===== src/rtl/int_arbiter.sv =====
// Interrupt arbiter: edge-detects sources into a pending register, masks them,
// and issues one fixed-priority request at a time, held off until eret.
module int_arbiter #(
    parameter int                   NUM_SRC  = 4,
    parameter int                   ID_W     = 2,
    parameter logic [31:0]          VEC_BASE = 32'h0000_0004,
    parameter logic [NUM_SRC-1:0]   MASK_RST = '1
) (
    input  logic               clk,
    input  logic               reset,
    input  logic [NUM_SRC-1:0] irq_in,
    input  logic               mask_we,
    input  logic [NUM_SRC-1:0] mask_wdata,
    input  logic               int_ack,
    input  logic               eret,
    output logic               int_req,
    output logic [ID_W-1:0]    int_id,
    output logic [31:0]        vector,
    output logic               busy,
    output logic [NUM_SRC-1:0] pending,
    output logic [NUM_SRC-1:0] mask
);

    typedef enum logic [1:0] {
        IDLE    = 2'd0,
        REQ     = 2'd1,
        SERVICE = 2'd2
    } state_t;

    state_t             state_q;
    logic [NUM_SRC-1:0] prev_q;
    logic [NUM_SRC-1:0] pend_q, pend_d;
    logic [NUM_SRC-1:0] mask_q;
    logic               req_q;
    logic               busy_q;
    logic [ID_W-1:0]    id_q;
    logic [31:0]        vec_q;

    logic [NUM_SRC-1:0] edges;
    logic [NUM_SRC-1:0] eligible;
    logic [ID_W-1:0]    win;
    logic               ack_clr;

    assign edges    = irq_in & ~prev_q;
    assign eligible = pend_q & mask_q;
    assign ack_clr  = (state_q == REQ) && int_ack;

    // Lowest set index of the eligible vector wins.
    always_comb begin
        win = '0;
        for (int i = NUM_SRC - 1; i >= 0; i--) begin
            if (eligible[i]) begin
                win = ID_W'(i);
            end
        end
    end

    // Acknowledge clears the in-service bit; a same-cycle edge sets it again.
    always_comb begin
        pend_d = pend_q;
        if (ack_clr) begin
            pend_d[id_q] = 1'b0;
        end
        pend_d = pend_d | edges;
    end

    // Edge history, pending bits and the software mask.
    always_ff @(posedge clk or posedge reset) begin
        if (reset) begin
            prev_q <= '0;
            pend_q <= '0;
            mask_q <= MASK_RST;
        end else begin
            prev_q <= irq_in;
            pend_q <= pend_d;
            if (mask_we) begin
                mask_q <= mask_wdata;
            end
        end
    end

    // Request/service sequencing with registered outputs.
    always_ff @(posedge clk or posedge reset) begin
        if (reset) begin
            state_q <= IDLE;
            req_q   <= 1'b0;
            busy_q  <= 1'b0;
            id_q    <= '0;
            vec_q   <= VEC_BASE;
        end else begin
            unique case (state_q)
                IDLE: begin
                    if (|eligible) begin
                        state_q <= REQ;
                        req_q   <= 1'b1;
                        id_q    <= win;
                        vec_q   <= VEC_BASE + (32'(win) << 2);
                    end
                end
                REQ: begin
                    if (int_ack) begin
                        state_q <= SERVICE;
                        req_q   <= 1'b0;
                        busy_q  <= 1'b1;
                    end
                end
                SERVICE: begin
                    if (eret) begin
                        state_q <= IDLE;
                        busy_q  <= 1'b0;
                    end
                end
                default: begin
                    state_q <= IDLE;
                    req_q   <= 1'b0;
                    busy_q  <= 1'b0;
                end
            endcase
        end
    end

    assign int_req = req_q;
    assign busy    = busy_q;
    assign int_id  = id_q;
    assign vector  = vec_q;
    assign pending = pend_q;
    assign mask    = mask_q;

endmodule


===== config.mk =====
export PLATFORM = sky130hd
export DESIGN_NAME = int_arbiter
export DESIGN_NICKNAME = d
export VERILOG_FILES = /design/src/rtl/int_arbiter.sv
export SDC_FILE = /design/constraint.sdc
export NUM_CORES = 1
export LEC_CHECK = 0
export CORE_MARGIN = 2
export CORE_UTILIZATION = 60
export CTS_BUF_LIST = sky130_fd_sc_hd__clkbuf_4
export DETAILED_ROUTE_END_ITERATION = 16
export DONT_BUFFER_PORTS = 1
export GPL_TIMING_DRIVEN = 0
export MAX_ROUTING_LAYER = met4
export PLACE_DENSITY = 0.76
export SYNTH_ARGS = -nofsm -noshare
export SYNTH_HDL_FRONTEND = slang
export SYNTH_SLANG_ARGS = --single-unit

===== constraint.sdc =====
create_clock -name clk -period 3.1 [get_ports clk]
set_input_delay 0.62 -clock clk [delete_from_list [all_inputs] [get_ports clk]]
set_output_delay 0.62 -clock clk [all_outputs]
set_load 0.01 [all_outputs]

==> metrics.yaml, run 1 <==
timing:
  layout_min_cycle_time_ns: 1.64
  slew_headroom: 0.514
  setup_viol: 0
  rsz0062_at_grt: "no"
  finalMaxSlewViolations: 0
  worstMarginPinSlew_ns: 0.727
  post-route-period-util: 0.529
  skew_ns: 0.00159
  final-hold-violation-count: 0
  tns_ns: 0
  fmax_mhz: 610
floorplan:
  rows: 15
  core-area_um2: 1730
  dieArea_um2: 2180
  floorplan.initialDensity: 0.633
  dieHeight_um: 46.7
  io_pins: 57
  die_x_um: 46.7
pwr:
  leakagePower_nw: 0.672
  power.density_nw_per_um2: 723
  ir_drop_mv: 0.582
  power.total_mw: 0.909
setup_path:
  crit_fanout: 5
  r2r-start: "mask[0]"
  critPathKind: "flip-flop to flip-flop"
  r2r_end: "vector[3]"
  startpoint_type: "flip-flop"
  cp_data_required_time_ns: 3.30
  worstSetupStartpoint: "mask[0]"
  worstPathArrival_ns: 1.84
  rrSetupSlack_ns: 1.46
  reg2reg_depth: 4
  cp-end-kind: "flip-flop"
yosys:
  yosysUniqueCellTypes: 28
  synth_ff_type: "dfrtp_1"
  ys_ff_latch: 21
  synth-edff-count: 0
  synthesis.area_um2: 1090
  async_reset_ff_frac: 1.00
  syn_avg_cell_area_um2: 11.0
  synthCells: 99
  ys_seq_area_frac: 0.486
  ys_warn_count: 0
finish:
  instances_no_fill: 156
  utilization: 0.728
  area_delta_synth_final_pct: 15.0
  fillers: 130
  layout.nets: 146
  drive_above_1_share: 0.389
  antenna_cells: 0
status:
  status: "finished, final reports clean"
grt:
  antenna_found_initial: 0
  grt_start_max_net_pins: 22
  grt_pass1_vias: 606
  overflow: 0
  track_usage: 0.184
  grt_pass1_wl_um: 2660
flow_run:
  maxCapViolations: 0
cts:
  hold_buffers: 0
  htree_levels: 1
  clk_latency_ns: 0.30
  cts_root_buffer: "clkbuf_4"
  clk_pin_slew_worst_paths_ns: 0.11
  cts_resized: 0
  clock_sinks: 21
  cts_tree: "done"
  clk_path_buf_depth: 2
  numCtsBuffers: 3
  post_cts_buffers: 0
detailed_routing:
  finalWirelength_um: 1750
  viasPerCell: 4.49
  vias: 701
  drt_iter0_drc: 13
  dr.pass1.iters: 4
  wl_per_cell_um: 11.2
  antenna_left: 0
  drc: 0
placement:
  post-dp-hpwl_um: 1390
  gp_congestion: 0.807
  dp.cells: 152
  port_buffers: 0
hold_path:
  hold_class: "input pin to asynchronous set/reset pin"
[worst max-delay path: stages (launching register included)]
cell and delay (ns):
dfstp_2 0.62, a22o_4 0.18, and2b_2 0.22, ha_1 0.26, mux2_4 0.25
[per-layer routing]
metal | wire length [µm] | global-route usage | share of wire
met4 | 19 | 0.0667 | 0.011
met5 | 0 | - | 0
met2 | 830 | 0.289 | 0.48
met1 | 649 | 0.213 | 0.37
met3 | 246 | 0.0745 | 0.14
[area by class of cell]
cell class	count	area, µm²	share of cell area
flip-flops and latches	21	532	0.423
plain buffers	30	223	0.177
clock buffers	3	22.5	0.0179
multi-input cells	70	422	0.335
well taps	25	31.3	0.0249
inverters	6	22.5	0.0179
clock inverters	1	5.00	0.00398
[flip-flops by register name, summed over array words and instances, names as in the netlist]
signal and flops:
int_id 2, pending 4, state_q 2, mask 4
int_req 1, vector 3, prev_q 4, busy 1
[per-stage QoR]
stage | hold WS, ns | cell area (µm²) | setup slack [ns]
6_report | 0.316 | 1260 | 1.46
5_1_grt | 0.310 | 1260 | 1.39
4_1_cts | 0.328 | 1260 | 1.45
3_5_place_dp | 0.406 | 1230 | 1.48
3_3_place_gp | 0.398 | 1230 | 1.48
2_1_floorplan | 0.392 | 1200 | 1.54
[kinds of logic after synthesis]
logic type	share of synthesized area
buffers and inverters	0.224
AO/OA/AOI/OAI	0.150
flip-flops	0.486
AND/OR/NAND/NOR	0.0561
multiplexers	0.0686
adder cells (fa/ha/maj)	0.0114
other	0.00343
[report_power, final]
part	internal (mW)	leakage, nW	switching [mW]	total (mW)
clock	0.0481	0.0177	0.0801	0.128
combinational	0.153	0.419	0.128	0.281
sequential	0.369	0.235	0.130	0.499
total	0.570	0.672	0.339	0.909
[synthesized netlist by cell type (2+ instances only)]
master,count,area (µm²)
a21o_1,2,15.0
a21oi_1,3,15.0
a22o_1,2,17.5
buf_4,29,218
dfrtp_1,16,400
dfstp_2,5,131
inv_1,6,22.5
mux2_2,4,45.0
mux2_4,2,30.0
nand2_1,5,18.8
nand3_1,2,10.0
o21ai_0,6,30.0
o21ai_1,2,10.0
[worst max-delay path by stage]
| stage | to | slack, ns | cells past startpoint |
|---|---|---|---|
| final | vector[3] | 1.46 | 4 |
| after global routing | vector[3] | 1.39 | 5 |
| after CTS | vector[3] | 1.45 | 4 |
| after detailed placement | vector[3] | 1.48 | 5 |
| after global placement | vector[3] | 1.48 | 5 |
| after floorplan | vector[3] | 1.54 | 4 |
[cells in the final DEF, fill, tap and decap left out, drive strengths merged, types with 2 or more instances in the layout]
master  Yosys  routed
dfrtp      16      16
inv         6       6
nor2        2       2
mux2        6       6
o21a        2       2
a22o        4       4
o21ai       8       8
nand2       5       5
dfstp       5       5
a21oi       3       3
buf        30      30
nand3       2       2
clkbuf      0       3
conb        1      29
a21o        2       2
Note: power is estimated with default switching activity, not from simulation.
==> inputs of run 2 (changes only) <==
Settings changed: CORE_UTILIZATION 60 to 58.
Clock period 3.1 ns to 1.4 ns, I/O delays scaled along.
==> run 2 against run 1 <==
Compared with the run above: clock-buffer cell count unchanged; critical endpoint unchanged; final area increased by 7.6%; the flow now finishes with violations (hold timing, setup timing); first-iteration DRC count decreased by 85%.
==> metrics.yaml, run 2 (synthesized netlist as in run 1, its figures left out) <==
finish:
  final_cell_mix: "buf_4 (32), conb_1 (29), dfrtp_1 (14)"
  antenna_cells: 0  # unchanged
  instances_no_fill: 163  # +4.5%
  drive_above_1_share: 0.442  # +0.0527
  layout.nets: 153  # +4.8%
  multiInputGateArea_um2: 452  # +7.1%
  final_common_cell: "buf_4"
  area_delta_synth_final_pct: 23.7
  postLayoutCellArea_um2: 1350  # +7.6%
  seqCellArea_um2: 534  # +0.47%
  fillers: 138  # +6.2%
floorplan:
  rows: 15  # unchanged
  dieArea_um2: 2250  # +3.2%
  die_x_um: 47.4  # +1.6%
  core-area_um2: 1750  # +1.1%
  io_pins: 57  # unchanged
  dieHeight_um: 47.4  # +1.6%
  floorplan.initialDensity: 0.627  # -0.00681
timing:
  worstMarginPinSlew_ns: 0.754  # +0.0265 ns
  rsz0062_at_grt: "yes"
  layout_min_cycle_time_ns: 1.59  # -0.0519 ns
  tns_ns: -0.373  # -0.373 ns
  setup_viol: 4  # +4
  final-hold-violation-count: 16  # +16
  slew_headroom: 0.497  # -0.0177
  skew_ns: 0.00308  # +0.00149 ns
  post-route-period-util: 1.13  # +0.606
  fmax_mhz: 629  # +3.3%
  finalMaxSlewViolations: 0  # unchanged
  setup_slack_ns: -0.189  # -1.65 ns
  fin_hold_ws_ns: -0.0224  # -0.338 ns
setup_path:
  crit_slowest_cell: "dfstp_2"
  worstPathArrival_ns: 1.79  # -0.05 ns
  crit_chain: "nand2_2 -> a32oi_2 -> a21oi_2 -> ha_4 -> mux2_4"
  crit_fanout: 4  # -1
  cp-end-kind: "flip-flop"
  startpoint_type: "flip-flop"
  cp_data_required_time_ns: 1.60  # -1.70 ns
  critical_path.max_stage_delay_ns: 0.61  # about the same
  rrSetupSlack_ns: -0.19  # -1.65 ns
  critPathKind: "flip-flop to flip-flop"
pwr:
  power.total_mw: 2.14  # +140%
  power.density_nw_per_um2: 1580  # +120%
  leakagePower_nw: 0.703  # +4.7%
  ir_drop_mv: 1.28  # +120%
detailed_routing:
  wl_per_cell_um: 11.6  # +3.4%
  viasPerCell: 4.42  # -1.7%
  antenna_left: 0  # unchanged
  drc: 0  # unchanged
  drt_iter0_drc: 2  # -11
  dr.pass1.iters: 3  # -1
  vias: 720  # +2.7%
  finalWirelength_um: 1890  # +8.0%
flow_run:
  maxCapViolations: 0  # unchanged
placement:
  port_buffers: 0  # unchanged
  post-dp-hpwl_um: 1410  # +1.1%
  dp.cells: 152  # unchanged
  gp_congestion: 0.777  # -3.7%
  place_area_um2: 1240  # +1.0%
grt:
  track_usage: 0.197  # +0.0125
  grt_pass1_vias: 637  # +5.1%
  overflow: 0  # unchanged
  grt_start_max_net_pins: 22  # unchanged
  grt_pass1_wl_um: 2890  # +8.8%
  antenna_found_initial: 0  # unchanged
status:
  status: "finished with violations"
  violations: "hold timing, setup timing"
cts:
  clk_path_buf_depth: 2  # unchanged
  clk_pin_slew_worst_paths_ns: 0.11  # about the same
  htree_levels: 1  # unchanged
  clk_latency_ns: 0.31  # about the same
  cts_root_buffer: "clkbuf_4"
  numCtsBuffers: 3  # unchanged
  clock_sinks: 21  # unchanged
  cts_tree: "done"
hold_path:
  hold_class: "input pin to asynchronous set/reset pin"
[run 2: cell types whose count changed in the layout (fill, tap and decap cells not counted), moves of 2 or more]
cell and change:
dfrtp_1 -2, buf_4 +3, o21ai_0 -2, dfrtp_2 +2
dlygate4sd3_1 +4
[run 2: area by class of cell]
class	instances	share of cell area
Tap cell	25	0.0231
Timing Repair Buffer	7	0.0463
Clock buffer	3	0.0167
Sequential cell	21	0.395
Inverter	6	0.0167
Clock inverter	1	0.00370
Multi-Input combinational cell	70	0.334
Buffer	30	0.165
[run 2: report_power, final]
part           internal, mW  switching [mW]  total, mW  leakage [nW]
Clock                 0.107           0.181      0.288        0.0177
Combinational         0.407           0.316      0.723         0.452
Sequential            0.821           0.305       1.13         0.234
Total                  1.33           0.802       2.14         0.703
[run 2: stage by stage]
stage	utilization	setup WS (ns)
5_1_grt	0.775	-0.270
4_1_cts	0.769	-0.154
2_1_floorplan	-	-0.119
6_report	0.775	-0.189
3_5_place_dp	0.712	-0.196
3_3_place_gp	0.712	-0.177
[run 2: final timing paths]
path / from / end / cells after the start
worst min-delay path: reset / prev_q[2] / 1
min in group clk: int_ack / state_q[0] / 1
worst min register to register: prev_q[0] / pending[0] / 1
worst max register to register: mask[2] / vector[3] / 5
worst max-delay path: mask[2] / vector[3] / 5
max in group asynchronous: reset / pending[0] / 1
[run 2: routing by layer]
metal	track usage	part of all wire
met1	0.231	0.38
met3	0.0755	0.12
met5	-	0
met4	0.0667	0.0074
met2	0.308	0.49
[run 2: timing repair]
| item | CTS | global route |
|---|---|---|
| hold buffers | 4 | 0 |
| cloned | 0 | 0 |
| setup buffers | 2 | 1 |
| resized for setup | 7 | 1 |
| setup endpoints to repair | 4 | 5 |
| hold endpoints to repair | 4 | 0 |
| pin swaps | 1 | 3 |
[run 2: worst max-delay path: cells and delay by family, from the launching register on]
kind                       cells  cell delay, ns
AOI/OAI and AO/OA              2            0.34
muxes                          1            0.25
adders and majority gates      1            0.21
and+or+nand+nor                1            0.07
DFF                            1            0.61
==> inputs of run 3 (changes only) <==
Settings changed: CORE_UTILIZATION 58 to 49, PLACE_DENSITY 0.76 to 0.66.
==> run 3 against run 2 <==
Compared with the run above: the run still ends with hold timing, setup timing left; first-iteration DRC count up 100%; register-to-register slack barely moved; combinational power down 0.7%; clock-buffer cell count up 1; hold slack better by 0.0033 ns; routed wire length shrank 1.5%; flip-flop and latch count did not move; die area up 17%; power up 0.65%; clock power up 6.9%; critical path type unchanged; largest cell class unchanged; highest routed layer is now met3.
==> metrics.yaml, run 3 (synthesized netlist as in run 1, its figures left out) <==
status:
  status: "finished with violations"
  violations: "hold timing, setup timing"
setup_path:
  critPathKind: "flip-flop to flip-flop"
  reg2reg_depth: 4  # -1
  worstPathArrival_ns: 1.78  # about the same
  cp-end-kind: "flip-flop"
  r2r_end: "vector[3]"
  r2r-start: "pending[3]"
  rrSetupSlack_ns: -0.19  # about the same
  startpoint_type: "flip-flop"
  cp_data_required_time_ns: 1.59  # about the same
  crit_fanout: 5  # +1
floorplan:
  core-area_um2: 2170  # +24%
  floorplan.initialDensity: 0.504  # -0.122
  dieArea_um2: 2630  # +17%
  rows: 17  # +2
  dieHeight_um: 51.2  # +8.1%
  die_x_um: 51.2  # +8.1%
  io_pins: 57  # unchanged
cts:
  clock_sinks: 21  # unchanged
  clk_path_buf_depth: 2  # unchanged
  cts_root_buffer: "clkbuf_4"
  clk_latency_ns: 0.30  # about the same
  cts_tree: "done"
  clk_pin_slew_worst_paths_ns: 0.11  # about the same
  htree_levels: 1  # unchanged
  numCtsBuffers: 3  # unchanged
finish:
  layout.nets: 151  # -1.3%
  multiInputGateArea_um2: 452  # unchanged
  fillers: 201  # +46%
  drive_above_1_share: 0.426  # -0.0156
  final_cell_mix: "buf_4 (29), conb_1 (29), dfrtp_1 (15)"
  antenna_cells: 0  # unchanged
  instances_no_fill: 164  # +0.61%
  area_delta_synth_final_pct: 23.9
  seqCellArea_um2: 533  # -0.23%
pwr:
  power_frac_comb: 0.334  # -0.004
  power.total_mw: 2.15  # +0.65%
  ir_drop_mv: 1.21  # -5.1%
  p_seq_frac: 0.523  # -0.004
  switching_power_mw: 0.799  # -0.39%
  swShare: 0.371  # -0.00390
  power.density_nw_per_um2: 1590  # +0.47%
  p_int_mw: 1.35  # +1.3%
  pwr-share-clk: 0.143  # +0.008
  leakagePower_nw: 0.699  # -0.59%
detailed_routing:
  wl_per_cell_um: 11.3  # -2.1%
  viasPerCell: 4.30  # -2.5%
  finalWirelength_um: 1860  # -1.5%
  vias: 706  # -1.9%
  dr.pass1.iters: 3  # unchanged
  antenna_left: 0  # unchanged
  drc: 0  # unchanged
  drt_iter0_drc: 4  # +2
placement:
  dp.cells: 155  # +2.0%
  gp_congestion: 0.765  # -1.6%
  dpl_worst_slack_ns: -0.184  # +0.0118 ns
  port_buffers: 0  # unchanged
  post-dp-hpwl_um: 1410  # +0.28%
timing:
  worstMarginPinSlew_ns: 0.755  # +0.000963 ns
  skew_ns: 0.00648  # +0.00340 ns
  setup_viol: 4  # unchanged
  fmax_mhz: 629  # about the same
  layout_min_cycle_time_ns: 1.59  # +0.00155 ns
  fin_hold_ws_ns: -0.0191  # +0.00328 ns
  tns_ns: -0.447  # -0.0733 ns
  post-route-period-util: 1.14  # about the same
  finalMaxSlewViolations: 0  # unchanged
  slew_headroom: 0.496  # -0.000643
  setup_slack_ns: -0.190  # -0.00155 ns
  rsz0062_at_grt: "yes"
  final-hold-violation-count: 16  # unchanged
grt:
  grt_pass1_vias: 625  # -1.9%
  track_usage: 0.144  # -0.0522
  overflow: 0  # unchanged
  grt_start_max_net_pins: 22  # unchanged
  grt_pass1_wl_um: 2770  # -4.3%
  antenna_found_initial: 0  # unchanged
hold_path:
  hold_class: "input pin to asynchronous set/reset pin"
flow_run:
  maxCapViolations: 0  # unchanged
## run 3: per-layer routing
layer  track usage  up-vias  share of wire
met5             -        -              0
met4        0.0395        0              0
met3        0.0380        0           0.12
met2         0.266       39           0.50
met1         0.152      318           0.38
li1              -      349              -
## run 3: worst max-delay path, stage by stage, from the launching register on
cell and delay (ns):
dfrtp_1 0.48, a22o_2 0.33, and2b_2 0.22, ha_4 0.20, mux2_4 0.25
## run 3: power groups by stage
stage | Combinational (mW) | Clock [mW] | Sequential [mW]
6_report | 0.718 | 0.308 | 1.12
2_1_floorplan | 0.563 | 0 | 1.06
3_3_place_gp | 0.618 | 0 | 1.12
4_1_cts | 0.709 | 0.319 | 1.13
5_1_grt | 0.780 | 0.336 | 1.16
3_5_place_dp | 0.637 | 0 | 1.12
## run 3: layout make-up
class	count	share of cell area
sequential	21	0.393
clock buffer	4	0.0222
buffer	30	0.164
multi-input combinational	70	0.333
timing repair buffer	5	0.0443
tap	28	0.0259
inverter	6	0.0166
## run 3: timing repair
| action | 4_1_cts | 5_1_grt |
|---|---|---|
| resized for setup | 5 | 1 |
| endpoints found under the hold margin | 4 | 0 |
| pin swaps | 3 | 2 |
| setup buffers | 1 | 0 |
| endpoints found under the setup margin | 4 | 4 |
| hold buffers | 4 | 0 |
## run 3: how the worst max path moves through the flow
stage | slack, ns | cells after the start | endpoint | from
6_report | -0.19 | 4 | vector[3] | pending[3]
5_1_grt | -0.22 | 4 | vector[3] | mask[0]
2_1_floorplan | -0.12 | 4 | vector[3] | mask[0]
3_3_place_gp | -0.19 | 5 | vector[3] | mask[2]
4_1_cts | -0.18 | 4 | vector[3] | mask[0]
3_5_place_dp | -0.18 | 5 | vector[3] | mask[2]
## run 3: metrics by stage
stage / util / cell area [µm²]
3_3_place_gp: 0.574 / 1250
2_1_floorplan: - / 1210
5_1_grt: 0.625 / 1360
3_5_place_dp: 0.574 / 1250
4_1_cts: 0.623 / 1350
6_report: 0.625 / 1360
==> edit 1, RTL diff (config.mk and constraints of run 3) <==
Add an input register stage for `irq_in`, without a reset; this delays it by one clock. The other inputs are not delayed to match.
--- a/src/rtl/int_arbiter.sv
+++ b/src/rtl/int_arbiter.sv
@@ -27,6 +27,12 @@
         SERVICE = 2'd2
     } state_t;
 
+    logic [NUM_SRC-1:0] irq_q;
+
+    always_ff @(posedge clk) begin
+        irq_q <= irq_in;
+    end
+
     state_t             state_q;
     logic [NUM_SRC-1:0] prev_q;
     logic [NUM_SRC-1:0] pend_q, pend_d;
@@ -41,7 +47,7 @@
     logic [ID_W-1:0]    win;
     logic               ack_clr;
 
-    assign edges    = irq_in & ~prev_q;
+    assign edges    = irq_q & ~prev_q;
     assign eligible = pend_q & mask_q;
     assign ack_clr  = (state_q == REQ) && int_ack;
 
@@ -71,7 +77,7 @@
             pend_q <= '0;
             mask_q <= MASK_RST;
         end else begin
-            prev_q <= irq_in;
+            prev_q <= irq_q;
             pend_q <= pend_d;
             if (mask_we) begin
                 mask_q <= mask_wdata;
Function: changed (Yosys sat finds a counterexample within 4 cycles, from zero or initial values and one cycle with reset high).
==> edit 1 against run 3 <==
The flow finishes with violations (negative setup slack). Power grew 8.0%. Setup slack got worse by 0.055 ns. Synthesized area rose by 7.6%. Wire length rose by 7.7%. Critical path depth unchanged. Count of clock-buffer cells in the layout is 1 lower. Sequential cell count rose by 4. Design area grew 6.9%. Largest cell class unchanged.
==> edit 1: results (changes against run 3) <==
stage,metric,value,unit,change
outcome,status,"complete, but fails checks",,
outcome,failed_checks,negative setup slack,,
synthesis,syn_avg_cell_area,11.2,um2,+1.4%
timing,postLayoutSetupSlackWorst,-0.245,ns,-0.0550 ns
synthesis,synthDistinctLibCells,30,,+7.1%
pwr,ir_worst_vdd,1030,uV,-15%
place,dpl-instance-area,0.00132,mm2,+6.0%
global_route,grt.total_usage,16.4,%,+2.0 points
synthesis,synthTopCellsByArea,"dfrtp_1 34%, buf_4 19%, dfstp_2 11%",,
routing,wl,2.00,mm,+7.7%
global_route,grt_pass1_wl,3.15,mm,+14%
timing,setup_violations,5,,+1
worst_hold_path,min_path_type,primary input to flip-flop,,
clocking,clock_latency,0.32,ns,+0.02 ns
pwr,power.leakage,0.748,nW,+7.0%
final_layout,layout.nets,161,,+6.6%
place,hpwlAfterDp,1.49,mm,+5.5%
place,pre_cts_slack,-0.340,ns,-0.156 ns
timing,worstMarginPinSlew,0.749,ns,-0.00548 ns
routing,dr.pass1.iters,4,,+1
routing,vias,751,,+6.4%
routing,first_iter_violations,7,,+3
routing,via_per_inst,4.32,,+0.26%
routing,wl_met1,717,um,+2.1%
synthesis,synth_adder_area_share,1.06,%,-0.080 points
pwr,power.internal,0.00148,W,+9.5%
worst_setup_path,worst-path-max-fanout,4,,-1
worst_setup_path,r2r_start,mask[0],,
timing,skew,0.00946,ns,+0.00298 ns
routing,route.met3.wl,220,um,+0.46%
synthesis,synth_compound_area_share,11.5,%,-3.5 points
clocking,clk_pin_slew,0.14,ns,+0.03 ns
worst_setup_path,slowest_stage,dfstp_2,,
worst_setup_path,max_stage_delay,0.62,ns,+0.14 ns
==> edit 1: final timing paths <==
path	endpoint	slack [ns]	depth (start not counted)
worst min register to register	prev_q[1]	0.35	0
worst max register to register	vector[3]	-0.25	4
worst min-delay path	mask[2]	0.1	1
worst max-delay path	vector[3]	-0.25	4
max in group asynchronous	pending[3]	0.38	2
min in group asynchronous	prev_q[2]	0.51	2
==> edit 1: what timing repair did <==
item | in CTS | in global routing
endpoints found under the setup margin | 4 | 5
buffers inserted | 4 | 1
hold buffers | 5 | 0
pin swaps | 3 | 2
gates resized for setup | 5 | 1
hold endpoints to repair | 19 | 0
==> edit 1: power groups by stage <==
stage | Clock [W] | Sequential, W | Combinational, W
floorplan | 0 | 0.00115 | 0.000561
global placement | 0 | 0.00121 | 0.000623
detailed placement | 0 | 0.00122 | 0.000652
CTS | 0.000325 | 0.00121 | 0.000781
global route | 0.000345 | 0.00128 | 0.000862
finish | 0.000318 | 0.00123 | 0.000773
==> edit 1: metal layers <==
metal  track usage (%)  vias to the layer above
met1              16.8                      332
li1                  -                      374
met4              10.3                        0
met3              4.24                        4
met2              27.9                       41
met5                 -                        -
==> edit 1: cell type report <==
cell class / instances / area [um2] / area share (%)
buffer: 30 / 223 / 15.4
clock buffer: 3 / 22.5 / 1.55
clock inverter: 1 / 5.00 / 0.345
inverter: 7 / 26.3 / 1.81
multi-input combinational: 70 / 437 / 30.1
sequential: 25 / 613 / 42.3
tap: 28 / 35.0 / 2.42
timing repair buffer: 10 / 87.6 / 6.04
==> edit 1: worst max-delay path, delay by kind of cell, from the launching register on <==
family,cells,cell delay [ns]
DFF,1,0.62
AOI/OAI and AO/OA,2,0.43
muxes,1,0.32
buffers and inverters,1,0.18
==> edit 2, RTL diff (settings of run 3) <==
Made on the original files. Change the parameter `ID_W` from 2 to 4.
--- a/src/rtl/int_arbiter.sv
+++ b/src/rtl/int_arbiter.sv
@@ -2,7 +2,7 @@
 // and issues one fixed-priority request at a time, held off until eret.
 module int_arbiter #(
     parameter int                   NUM_SRC  = 4,
-    parameter int                   ID_W     = 2,
+    parameter int                   ID_W     = 4,
     parameter logic [31:0]          VEC_BASE = 32'h0000_0004,
     parameter logic [NUM_SRC-1:0]   MASK_RST = '1
 ) (
Ports: changed (resized int_id); port bits go from 57 to 59. The function was not compared with the original's and may differ.
==> edit 2 against run 3 <==
The run still ends with negative hold slack, negative setup slack left. Wire length fell by 0.75%. Setup slack worse by 0.047 ns. Synthesized cell count up 2.0%. Global-route usage up 0.48 points. Design area rose by 3.0%. Worst hold slack better by 0.00097 ns. Synthesized area rose by 0.80%. Sequential cell count unchanged. Power increased by 4.1%. Critical endpoint unchanged. Largest cell class unchanged. Highest routed layer is now met4.
==> edit 2: results (changes against run 3) <==
stage,metric,value,unit,change
synthesis,synthTopCellsByArea,"dfrtp_1 36%, buf_4 21%, dfstp_2 12%",,
timing,holdWs,-0.0182,ns,+0.000972 ns
routing,dr.pass1.iters,2,,-1
timing,postLayoutSetupSlackWorst,-0.238,ns,-0.0475 ns
worst_setup_path,worstSetupEndpointType,flip-flop,,
final_layout,n_fill_cell,180,,-10%
clocking,cts_root_buf,clkbuf_4,,
global_route,grt_pass1_vias,650,,+4.0%
synthesis,synth_flop_cell,dfrtp_1,,
worst_setup_path,max_stage_delay,0.62,ns,+0.14 ns
place,hpwlAfterDp,1.38,mm,-2.0%
pwr,ir_worst_vdd,952,uV,-21%
outcome,status,"complete, but fails checks",,
worst_setup_path,reg2reg_depth,5,,+1
worst_setup_path,reg2reg_to,vector[3],,
worst_setup_path,slowest_stage,dfstp_2,,
global_route,grt_max_degree,22,,unchanged
worst_setup_path,cp.arrival,1.83,ns,+0.05 ns
global_route,grt.total_usage,14.9,%,+0.48 points
final_layout,layout.nets,157,,+4.0%
synthesis,synth_common_cells,"31 x buf_4, 16 x dfrtp_1, 9 x o21ai_0, 7 x inv_1, 6 x mux2_2",,
synthesis,synthDistinctLibCells,26,,-7.1%
timing,hold_violations,16,,unchanged
routing,wl,1.84,mm,-0.75%
synthesis,yosys_warnings,0,,unchanged
clocking,cts.htree.levels,1,,unchanged
pwr,power.leakage,0.722,nW,+3.3%
timing,finalMaxSlewViolations,0,,unchanged
pwr,power.switching,0.000820,W,+2.7%
worst_setup_path,worst-path-max-fanout,4,,-1
routing,first_iter_violations,3,,-1
clocking,clk_pin_slew,0.11,ns,about the same
global_route,grt_pass1_wl,2.82,mm,+2.0%
outcome,failed_checks,"negative hold slack, negative setup slack",,
timing,skew,0.00173,ns,-0.00475 ns
synthesis,seq_area_frac_synth,48.2,%,-0.39 points
clocking,cts_buffers,3,,unchanged
worst_setup_path,worstSetupStartpoint,mask[2],,
timing,max_slew_margin,49.8,%,+0.20 points
routing,via_per_inst,4.29,,-0.39%
clocking,max-clock-path-buffers,2,,unchanged
global_route,antenna_found_initial,0,,unchanged
place,portBuffers,0,,unchanged
clocking,clock_latency,0.30,ns,about the same
synthesis,synth_async_sr_flop_share,100,%,unchanged
final_layout,drive_above_1_share,42.3,%,-0.39 points
place,place.gp.congestion,0.738,,-3.6%
timing,setup_violations,5,,+1
-- edit 2: final cells by class --
cell class	count	area [um2]	share of cell area [%]
well taps	28	35.0	2.51
multi-input cells	71	463	33.2
inverters	7	26.3	1.88
clock buffers	4	30.0	2.15
plain buffers	31	233	16.7
flip-flops and latches	21	534	38.3
repair buffers	8	73.8	5.29
-- edit 2: timing repair --
| item | in CTS | in global routing |
|---|---|---|
| pin swaps | 3 | 1 |
| endpoints found under the hold margin | 4 | 0 |
| hold buffers | 4 | 0 |
| setup buffers | 4 | 0 |
| endpoints found under the setup margin | 4 | 7 |
| gates cloned | 0 | 0 |
| resized for setup | 3 | 6 |
-- edit 2: logic make-up after synthesis --
kind of cell | synth area share [%]
buf+inv | 23.8
flops | 48.2
compound gates | 13.1
simple gates | 7.26
mux | 6.13
fa+ha+maj | 1.13
other cells | 0.340
-- edit 2: how the worst min path moves through the flow --
stage | to | slack, ns | depth (start not counted)
global placement | prev_q[0] | 0.31 | 0
global route | pending[3] | 0.05 | 1
CTS | pending[2] | 0.008 | 1
floorplan | busy | 0.25 | 1
detailed placement | prev_q[1] | 0.31 | 0
finish | prev_q[2] | -0.02 | 1
-- edit 2: per-layer routing --
| layer | vias up | routed length (um) | track usage [%] |
|---|---|---|---|
| met2 | 33 | 871 | 23.3 |
| met4 | 0 | 29 | 7.89 |
| met3 | 4 | 208 | 4.39 |
| li1 | 357 | - | - |
| met1 | 335 | 732 | 17.4 |
| met5 | - | 0 | - |
-- edit 2: through the flow --
step                      util [%]  setup WS [ns]  TNS [ns]  instances  area, um2
after global placement        58.0         -0.285    -0.961        159       1260
final                         64.3         -0.238    -0.924        170       1400
after detailed placement      58.0         -0.266    -0.937        159       1260
after floorplan                  -         -0.158    -0.515        131       1220
after CTS                     63.4         -0.227    -0.848        171       1380
after global routing          64.3         -0.298     -1.29        170       1400
-- edit 2: worst max-delay path, delay by kind of cell, from the launching register on --
family,cells,cell delay [ns]
multiplexers,1,0.25
flip-flops,1,0.62
adder cells (fa/ha/maj),1,0.24
AO/OA/AOI/OAI,1,0.24
AND/OR/NAND/NOR,2,0.19
-- edit 2: power by group through the flow --
stage / logic, W / registers, W / clock network, W
after detailed placement: 0.000632 / 0.00112 / 0
after global placement: 0.000623 / 0.00111 / 0
after floorplan: 0.000558 / 0.00105 / 0
final: 0.000783 / 0.00115 / 0.000306
after CTS: 0.000763 / 0.00111 / 0.000316
after global routing: 0.000877 / 0.00119 / 0.000337
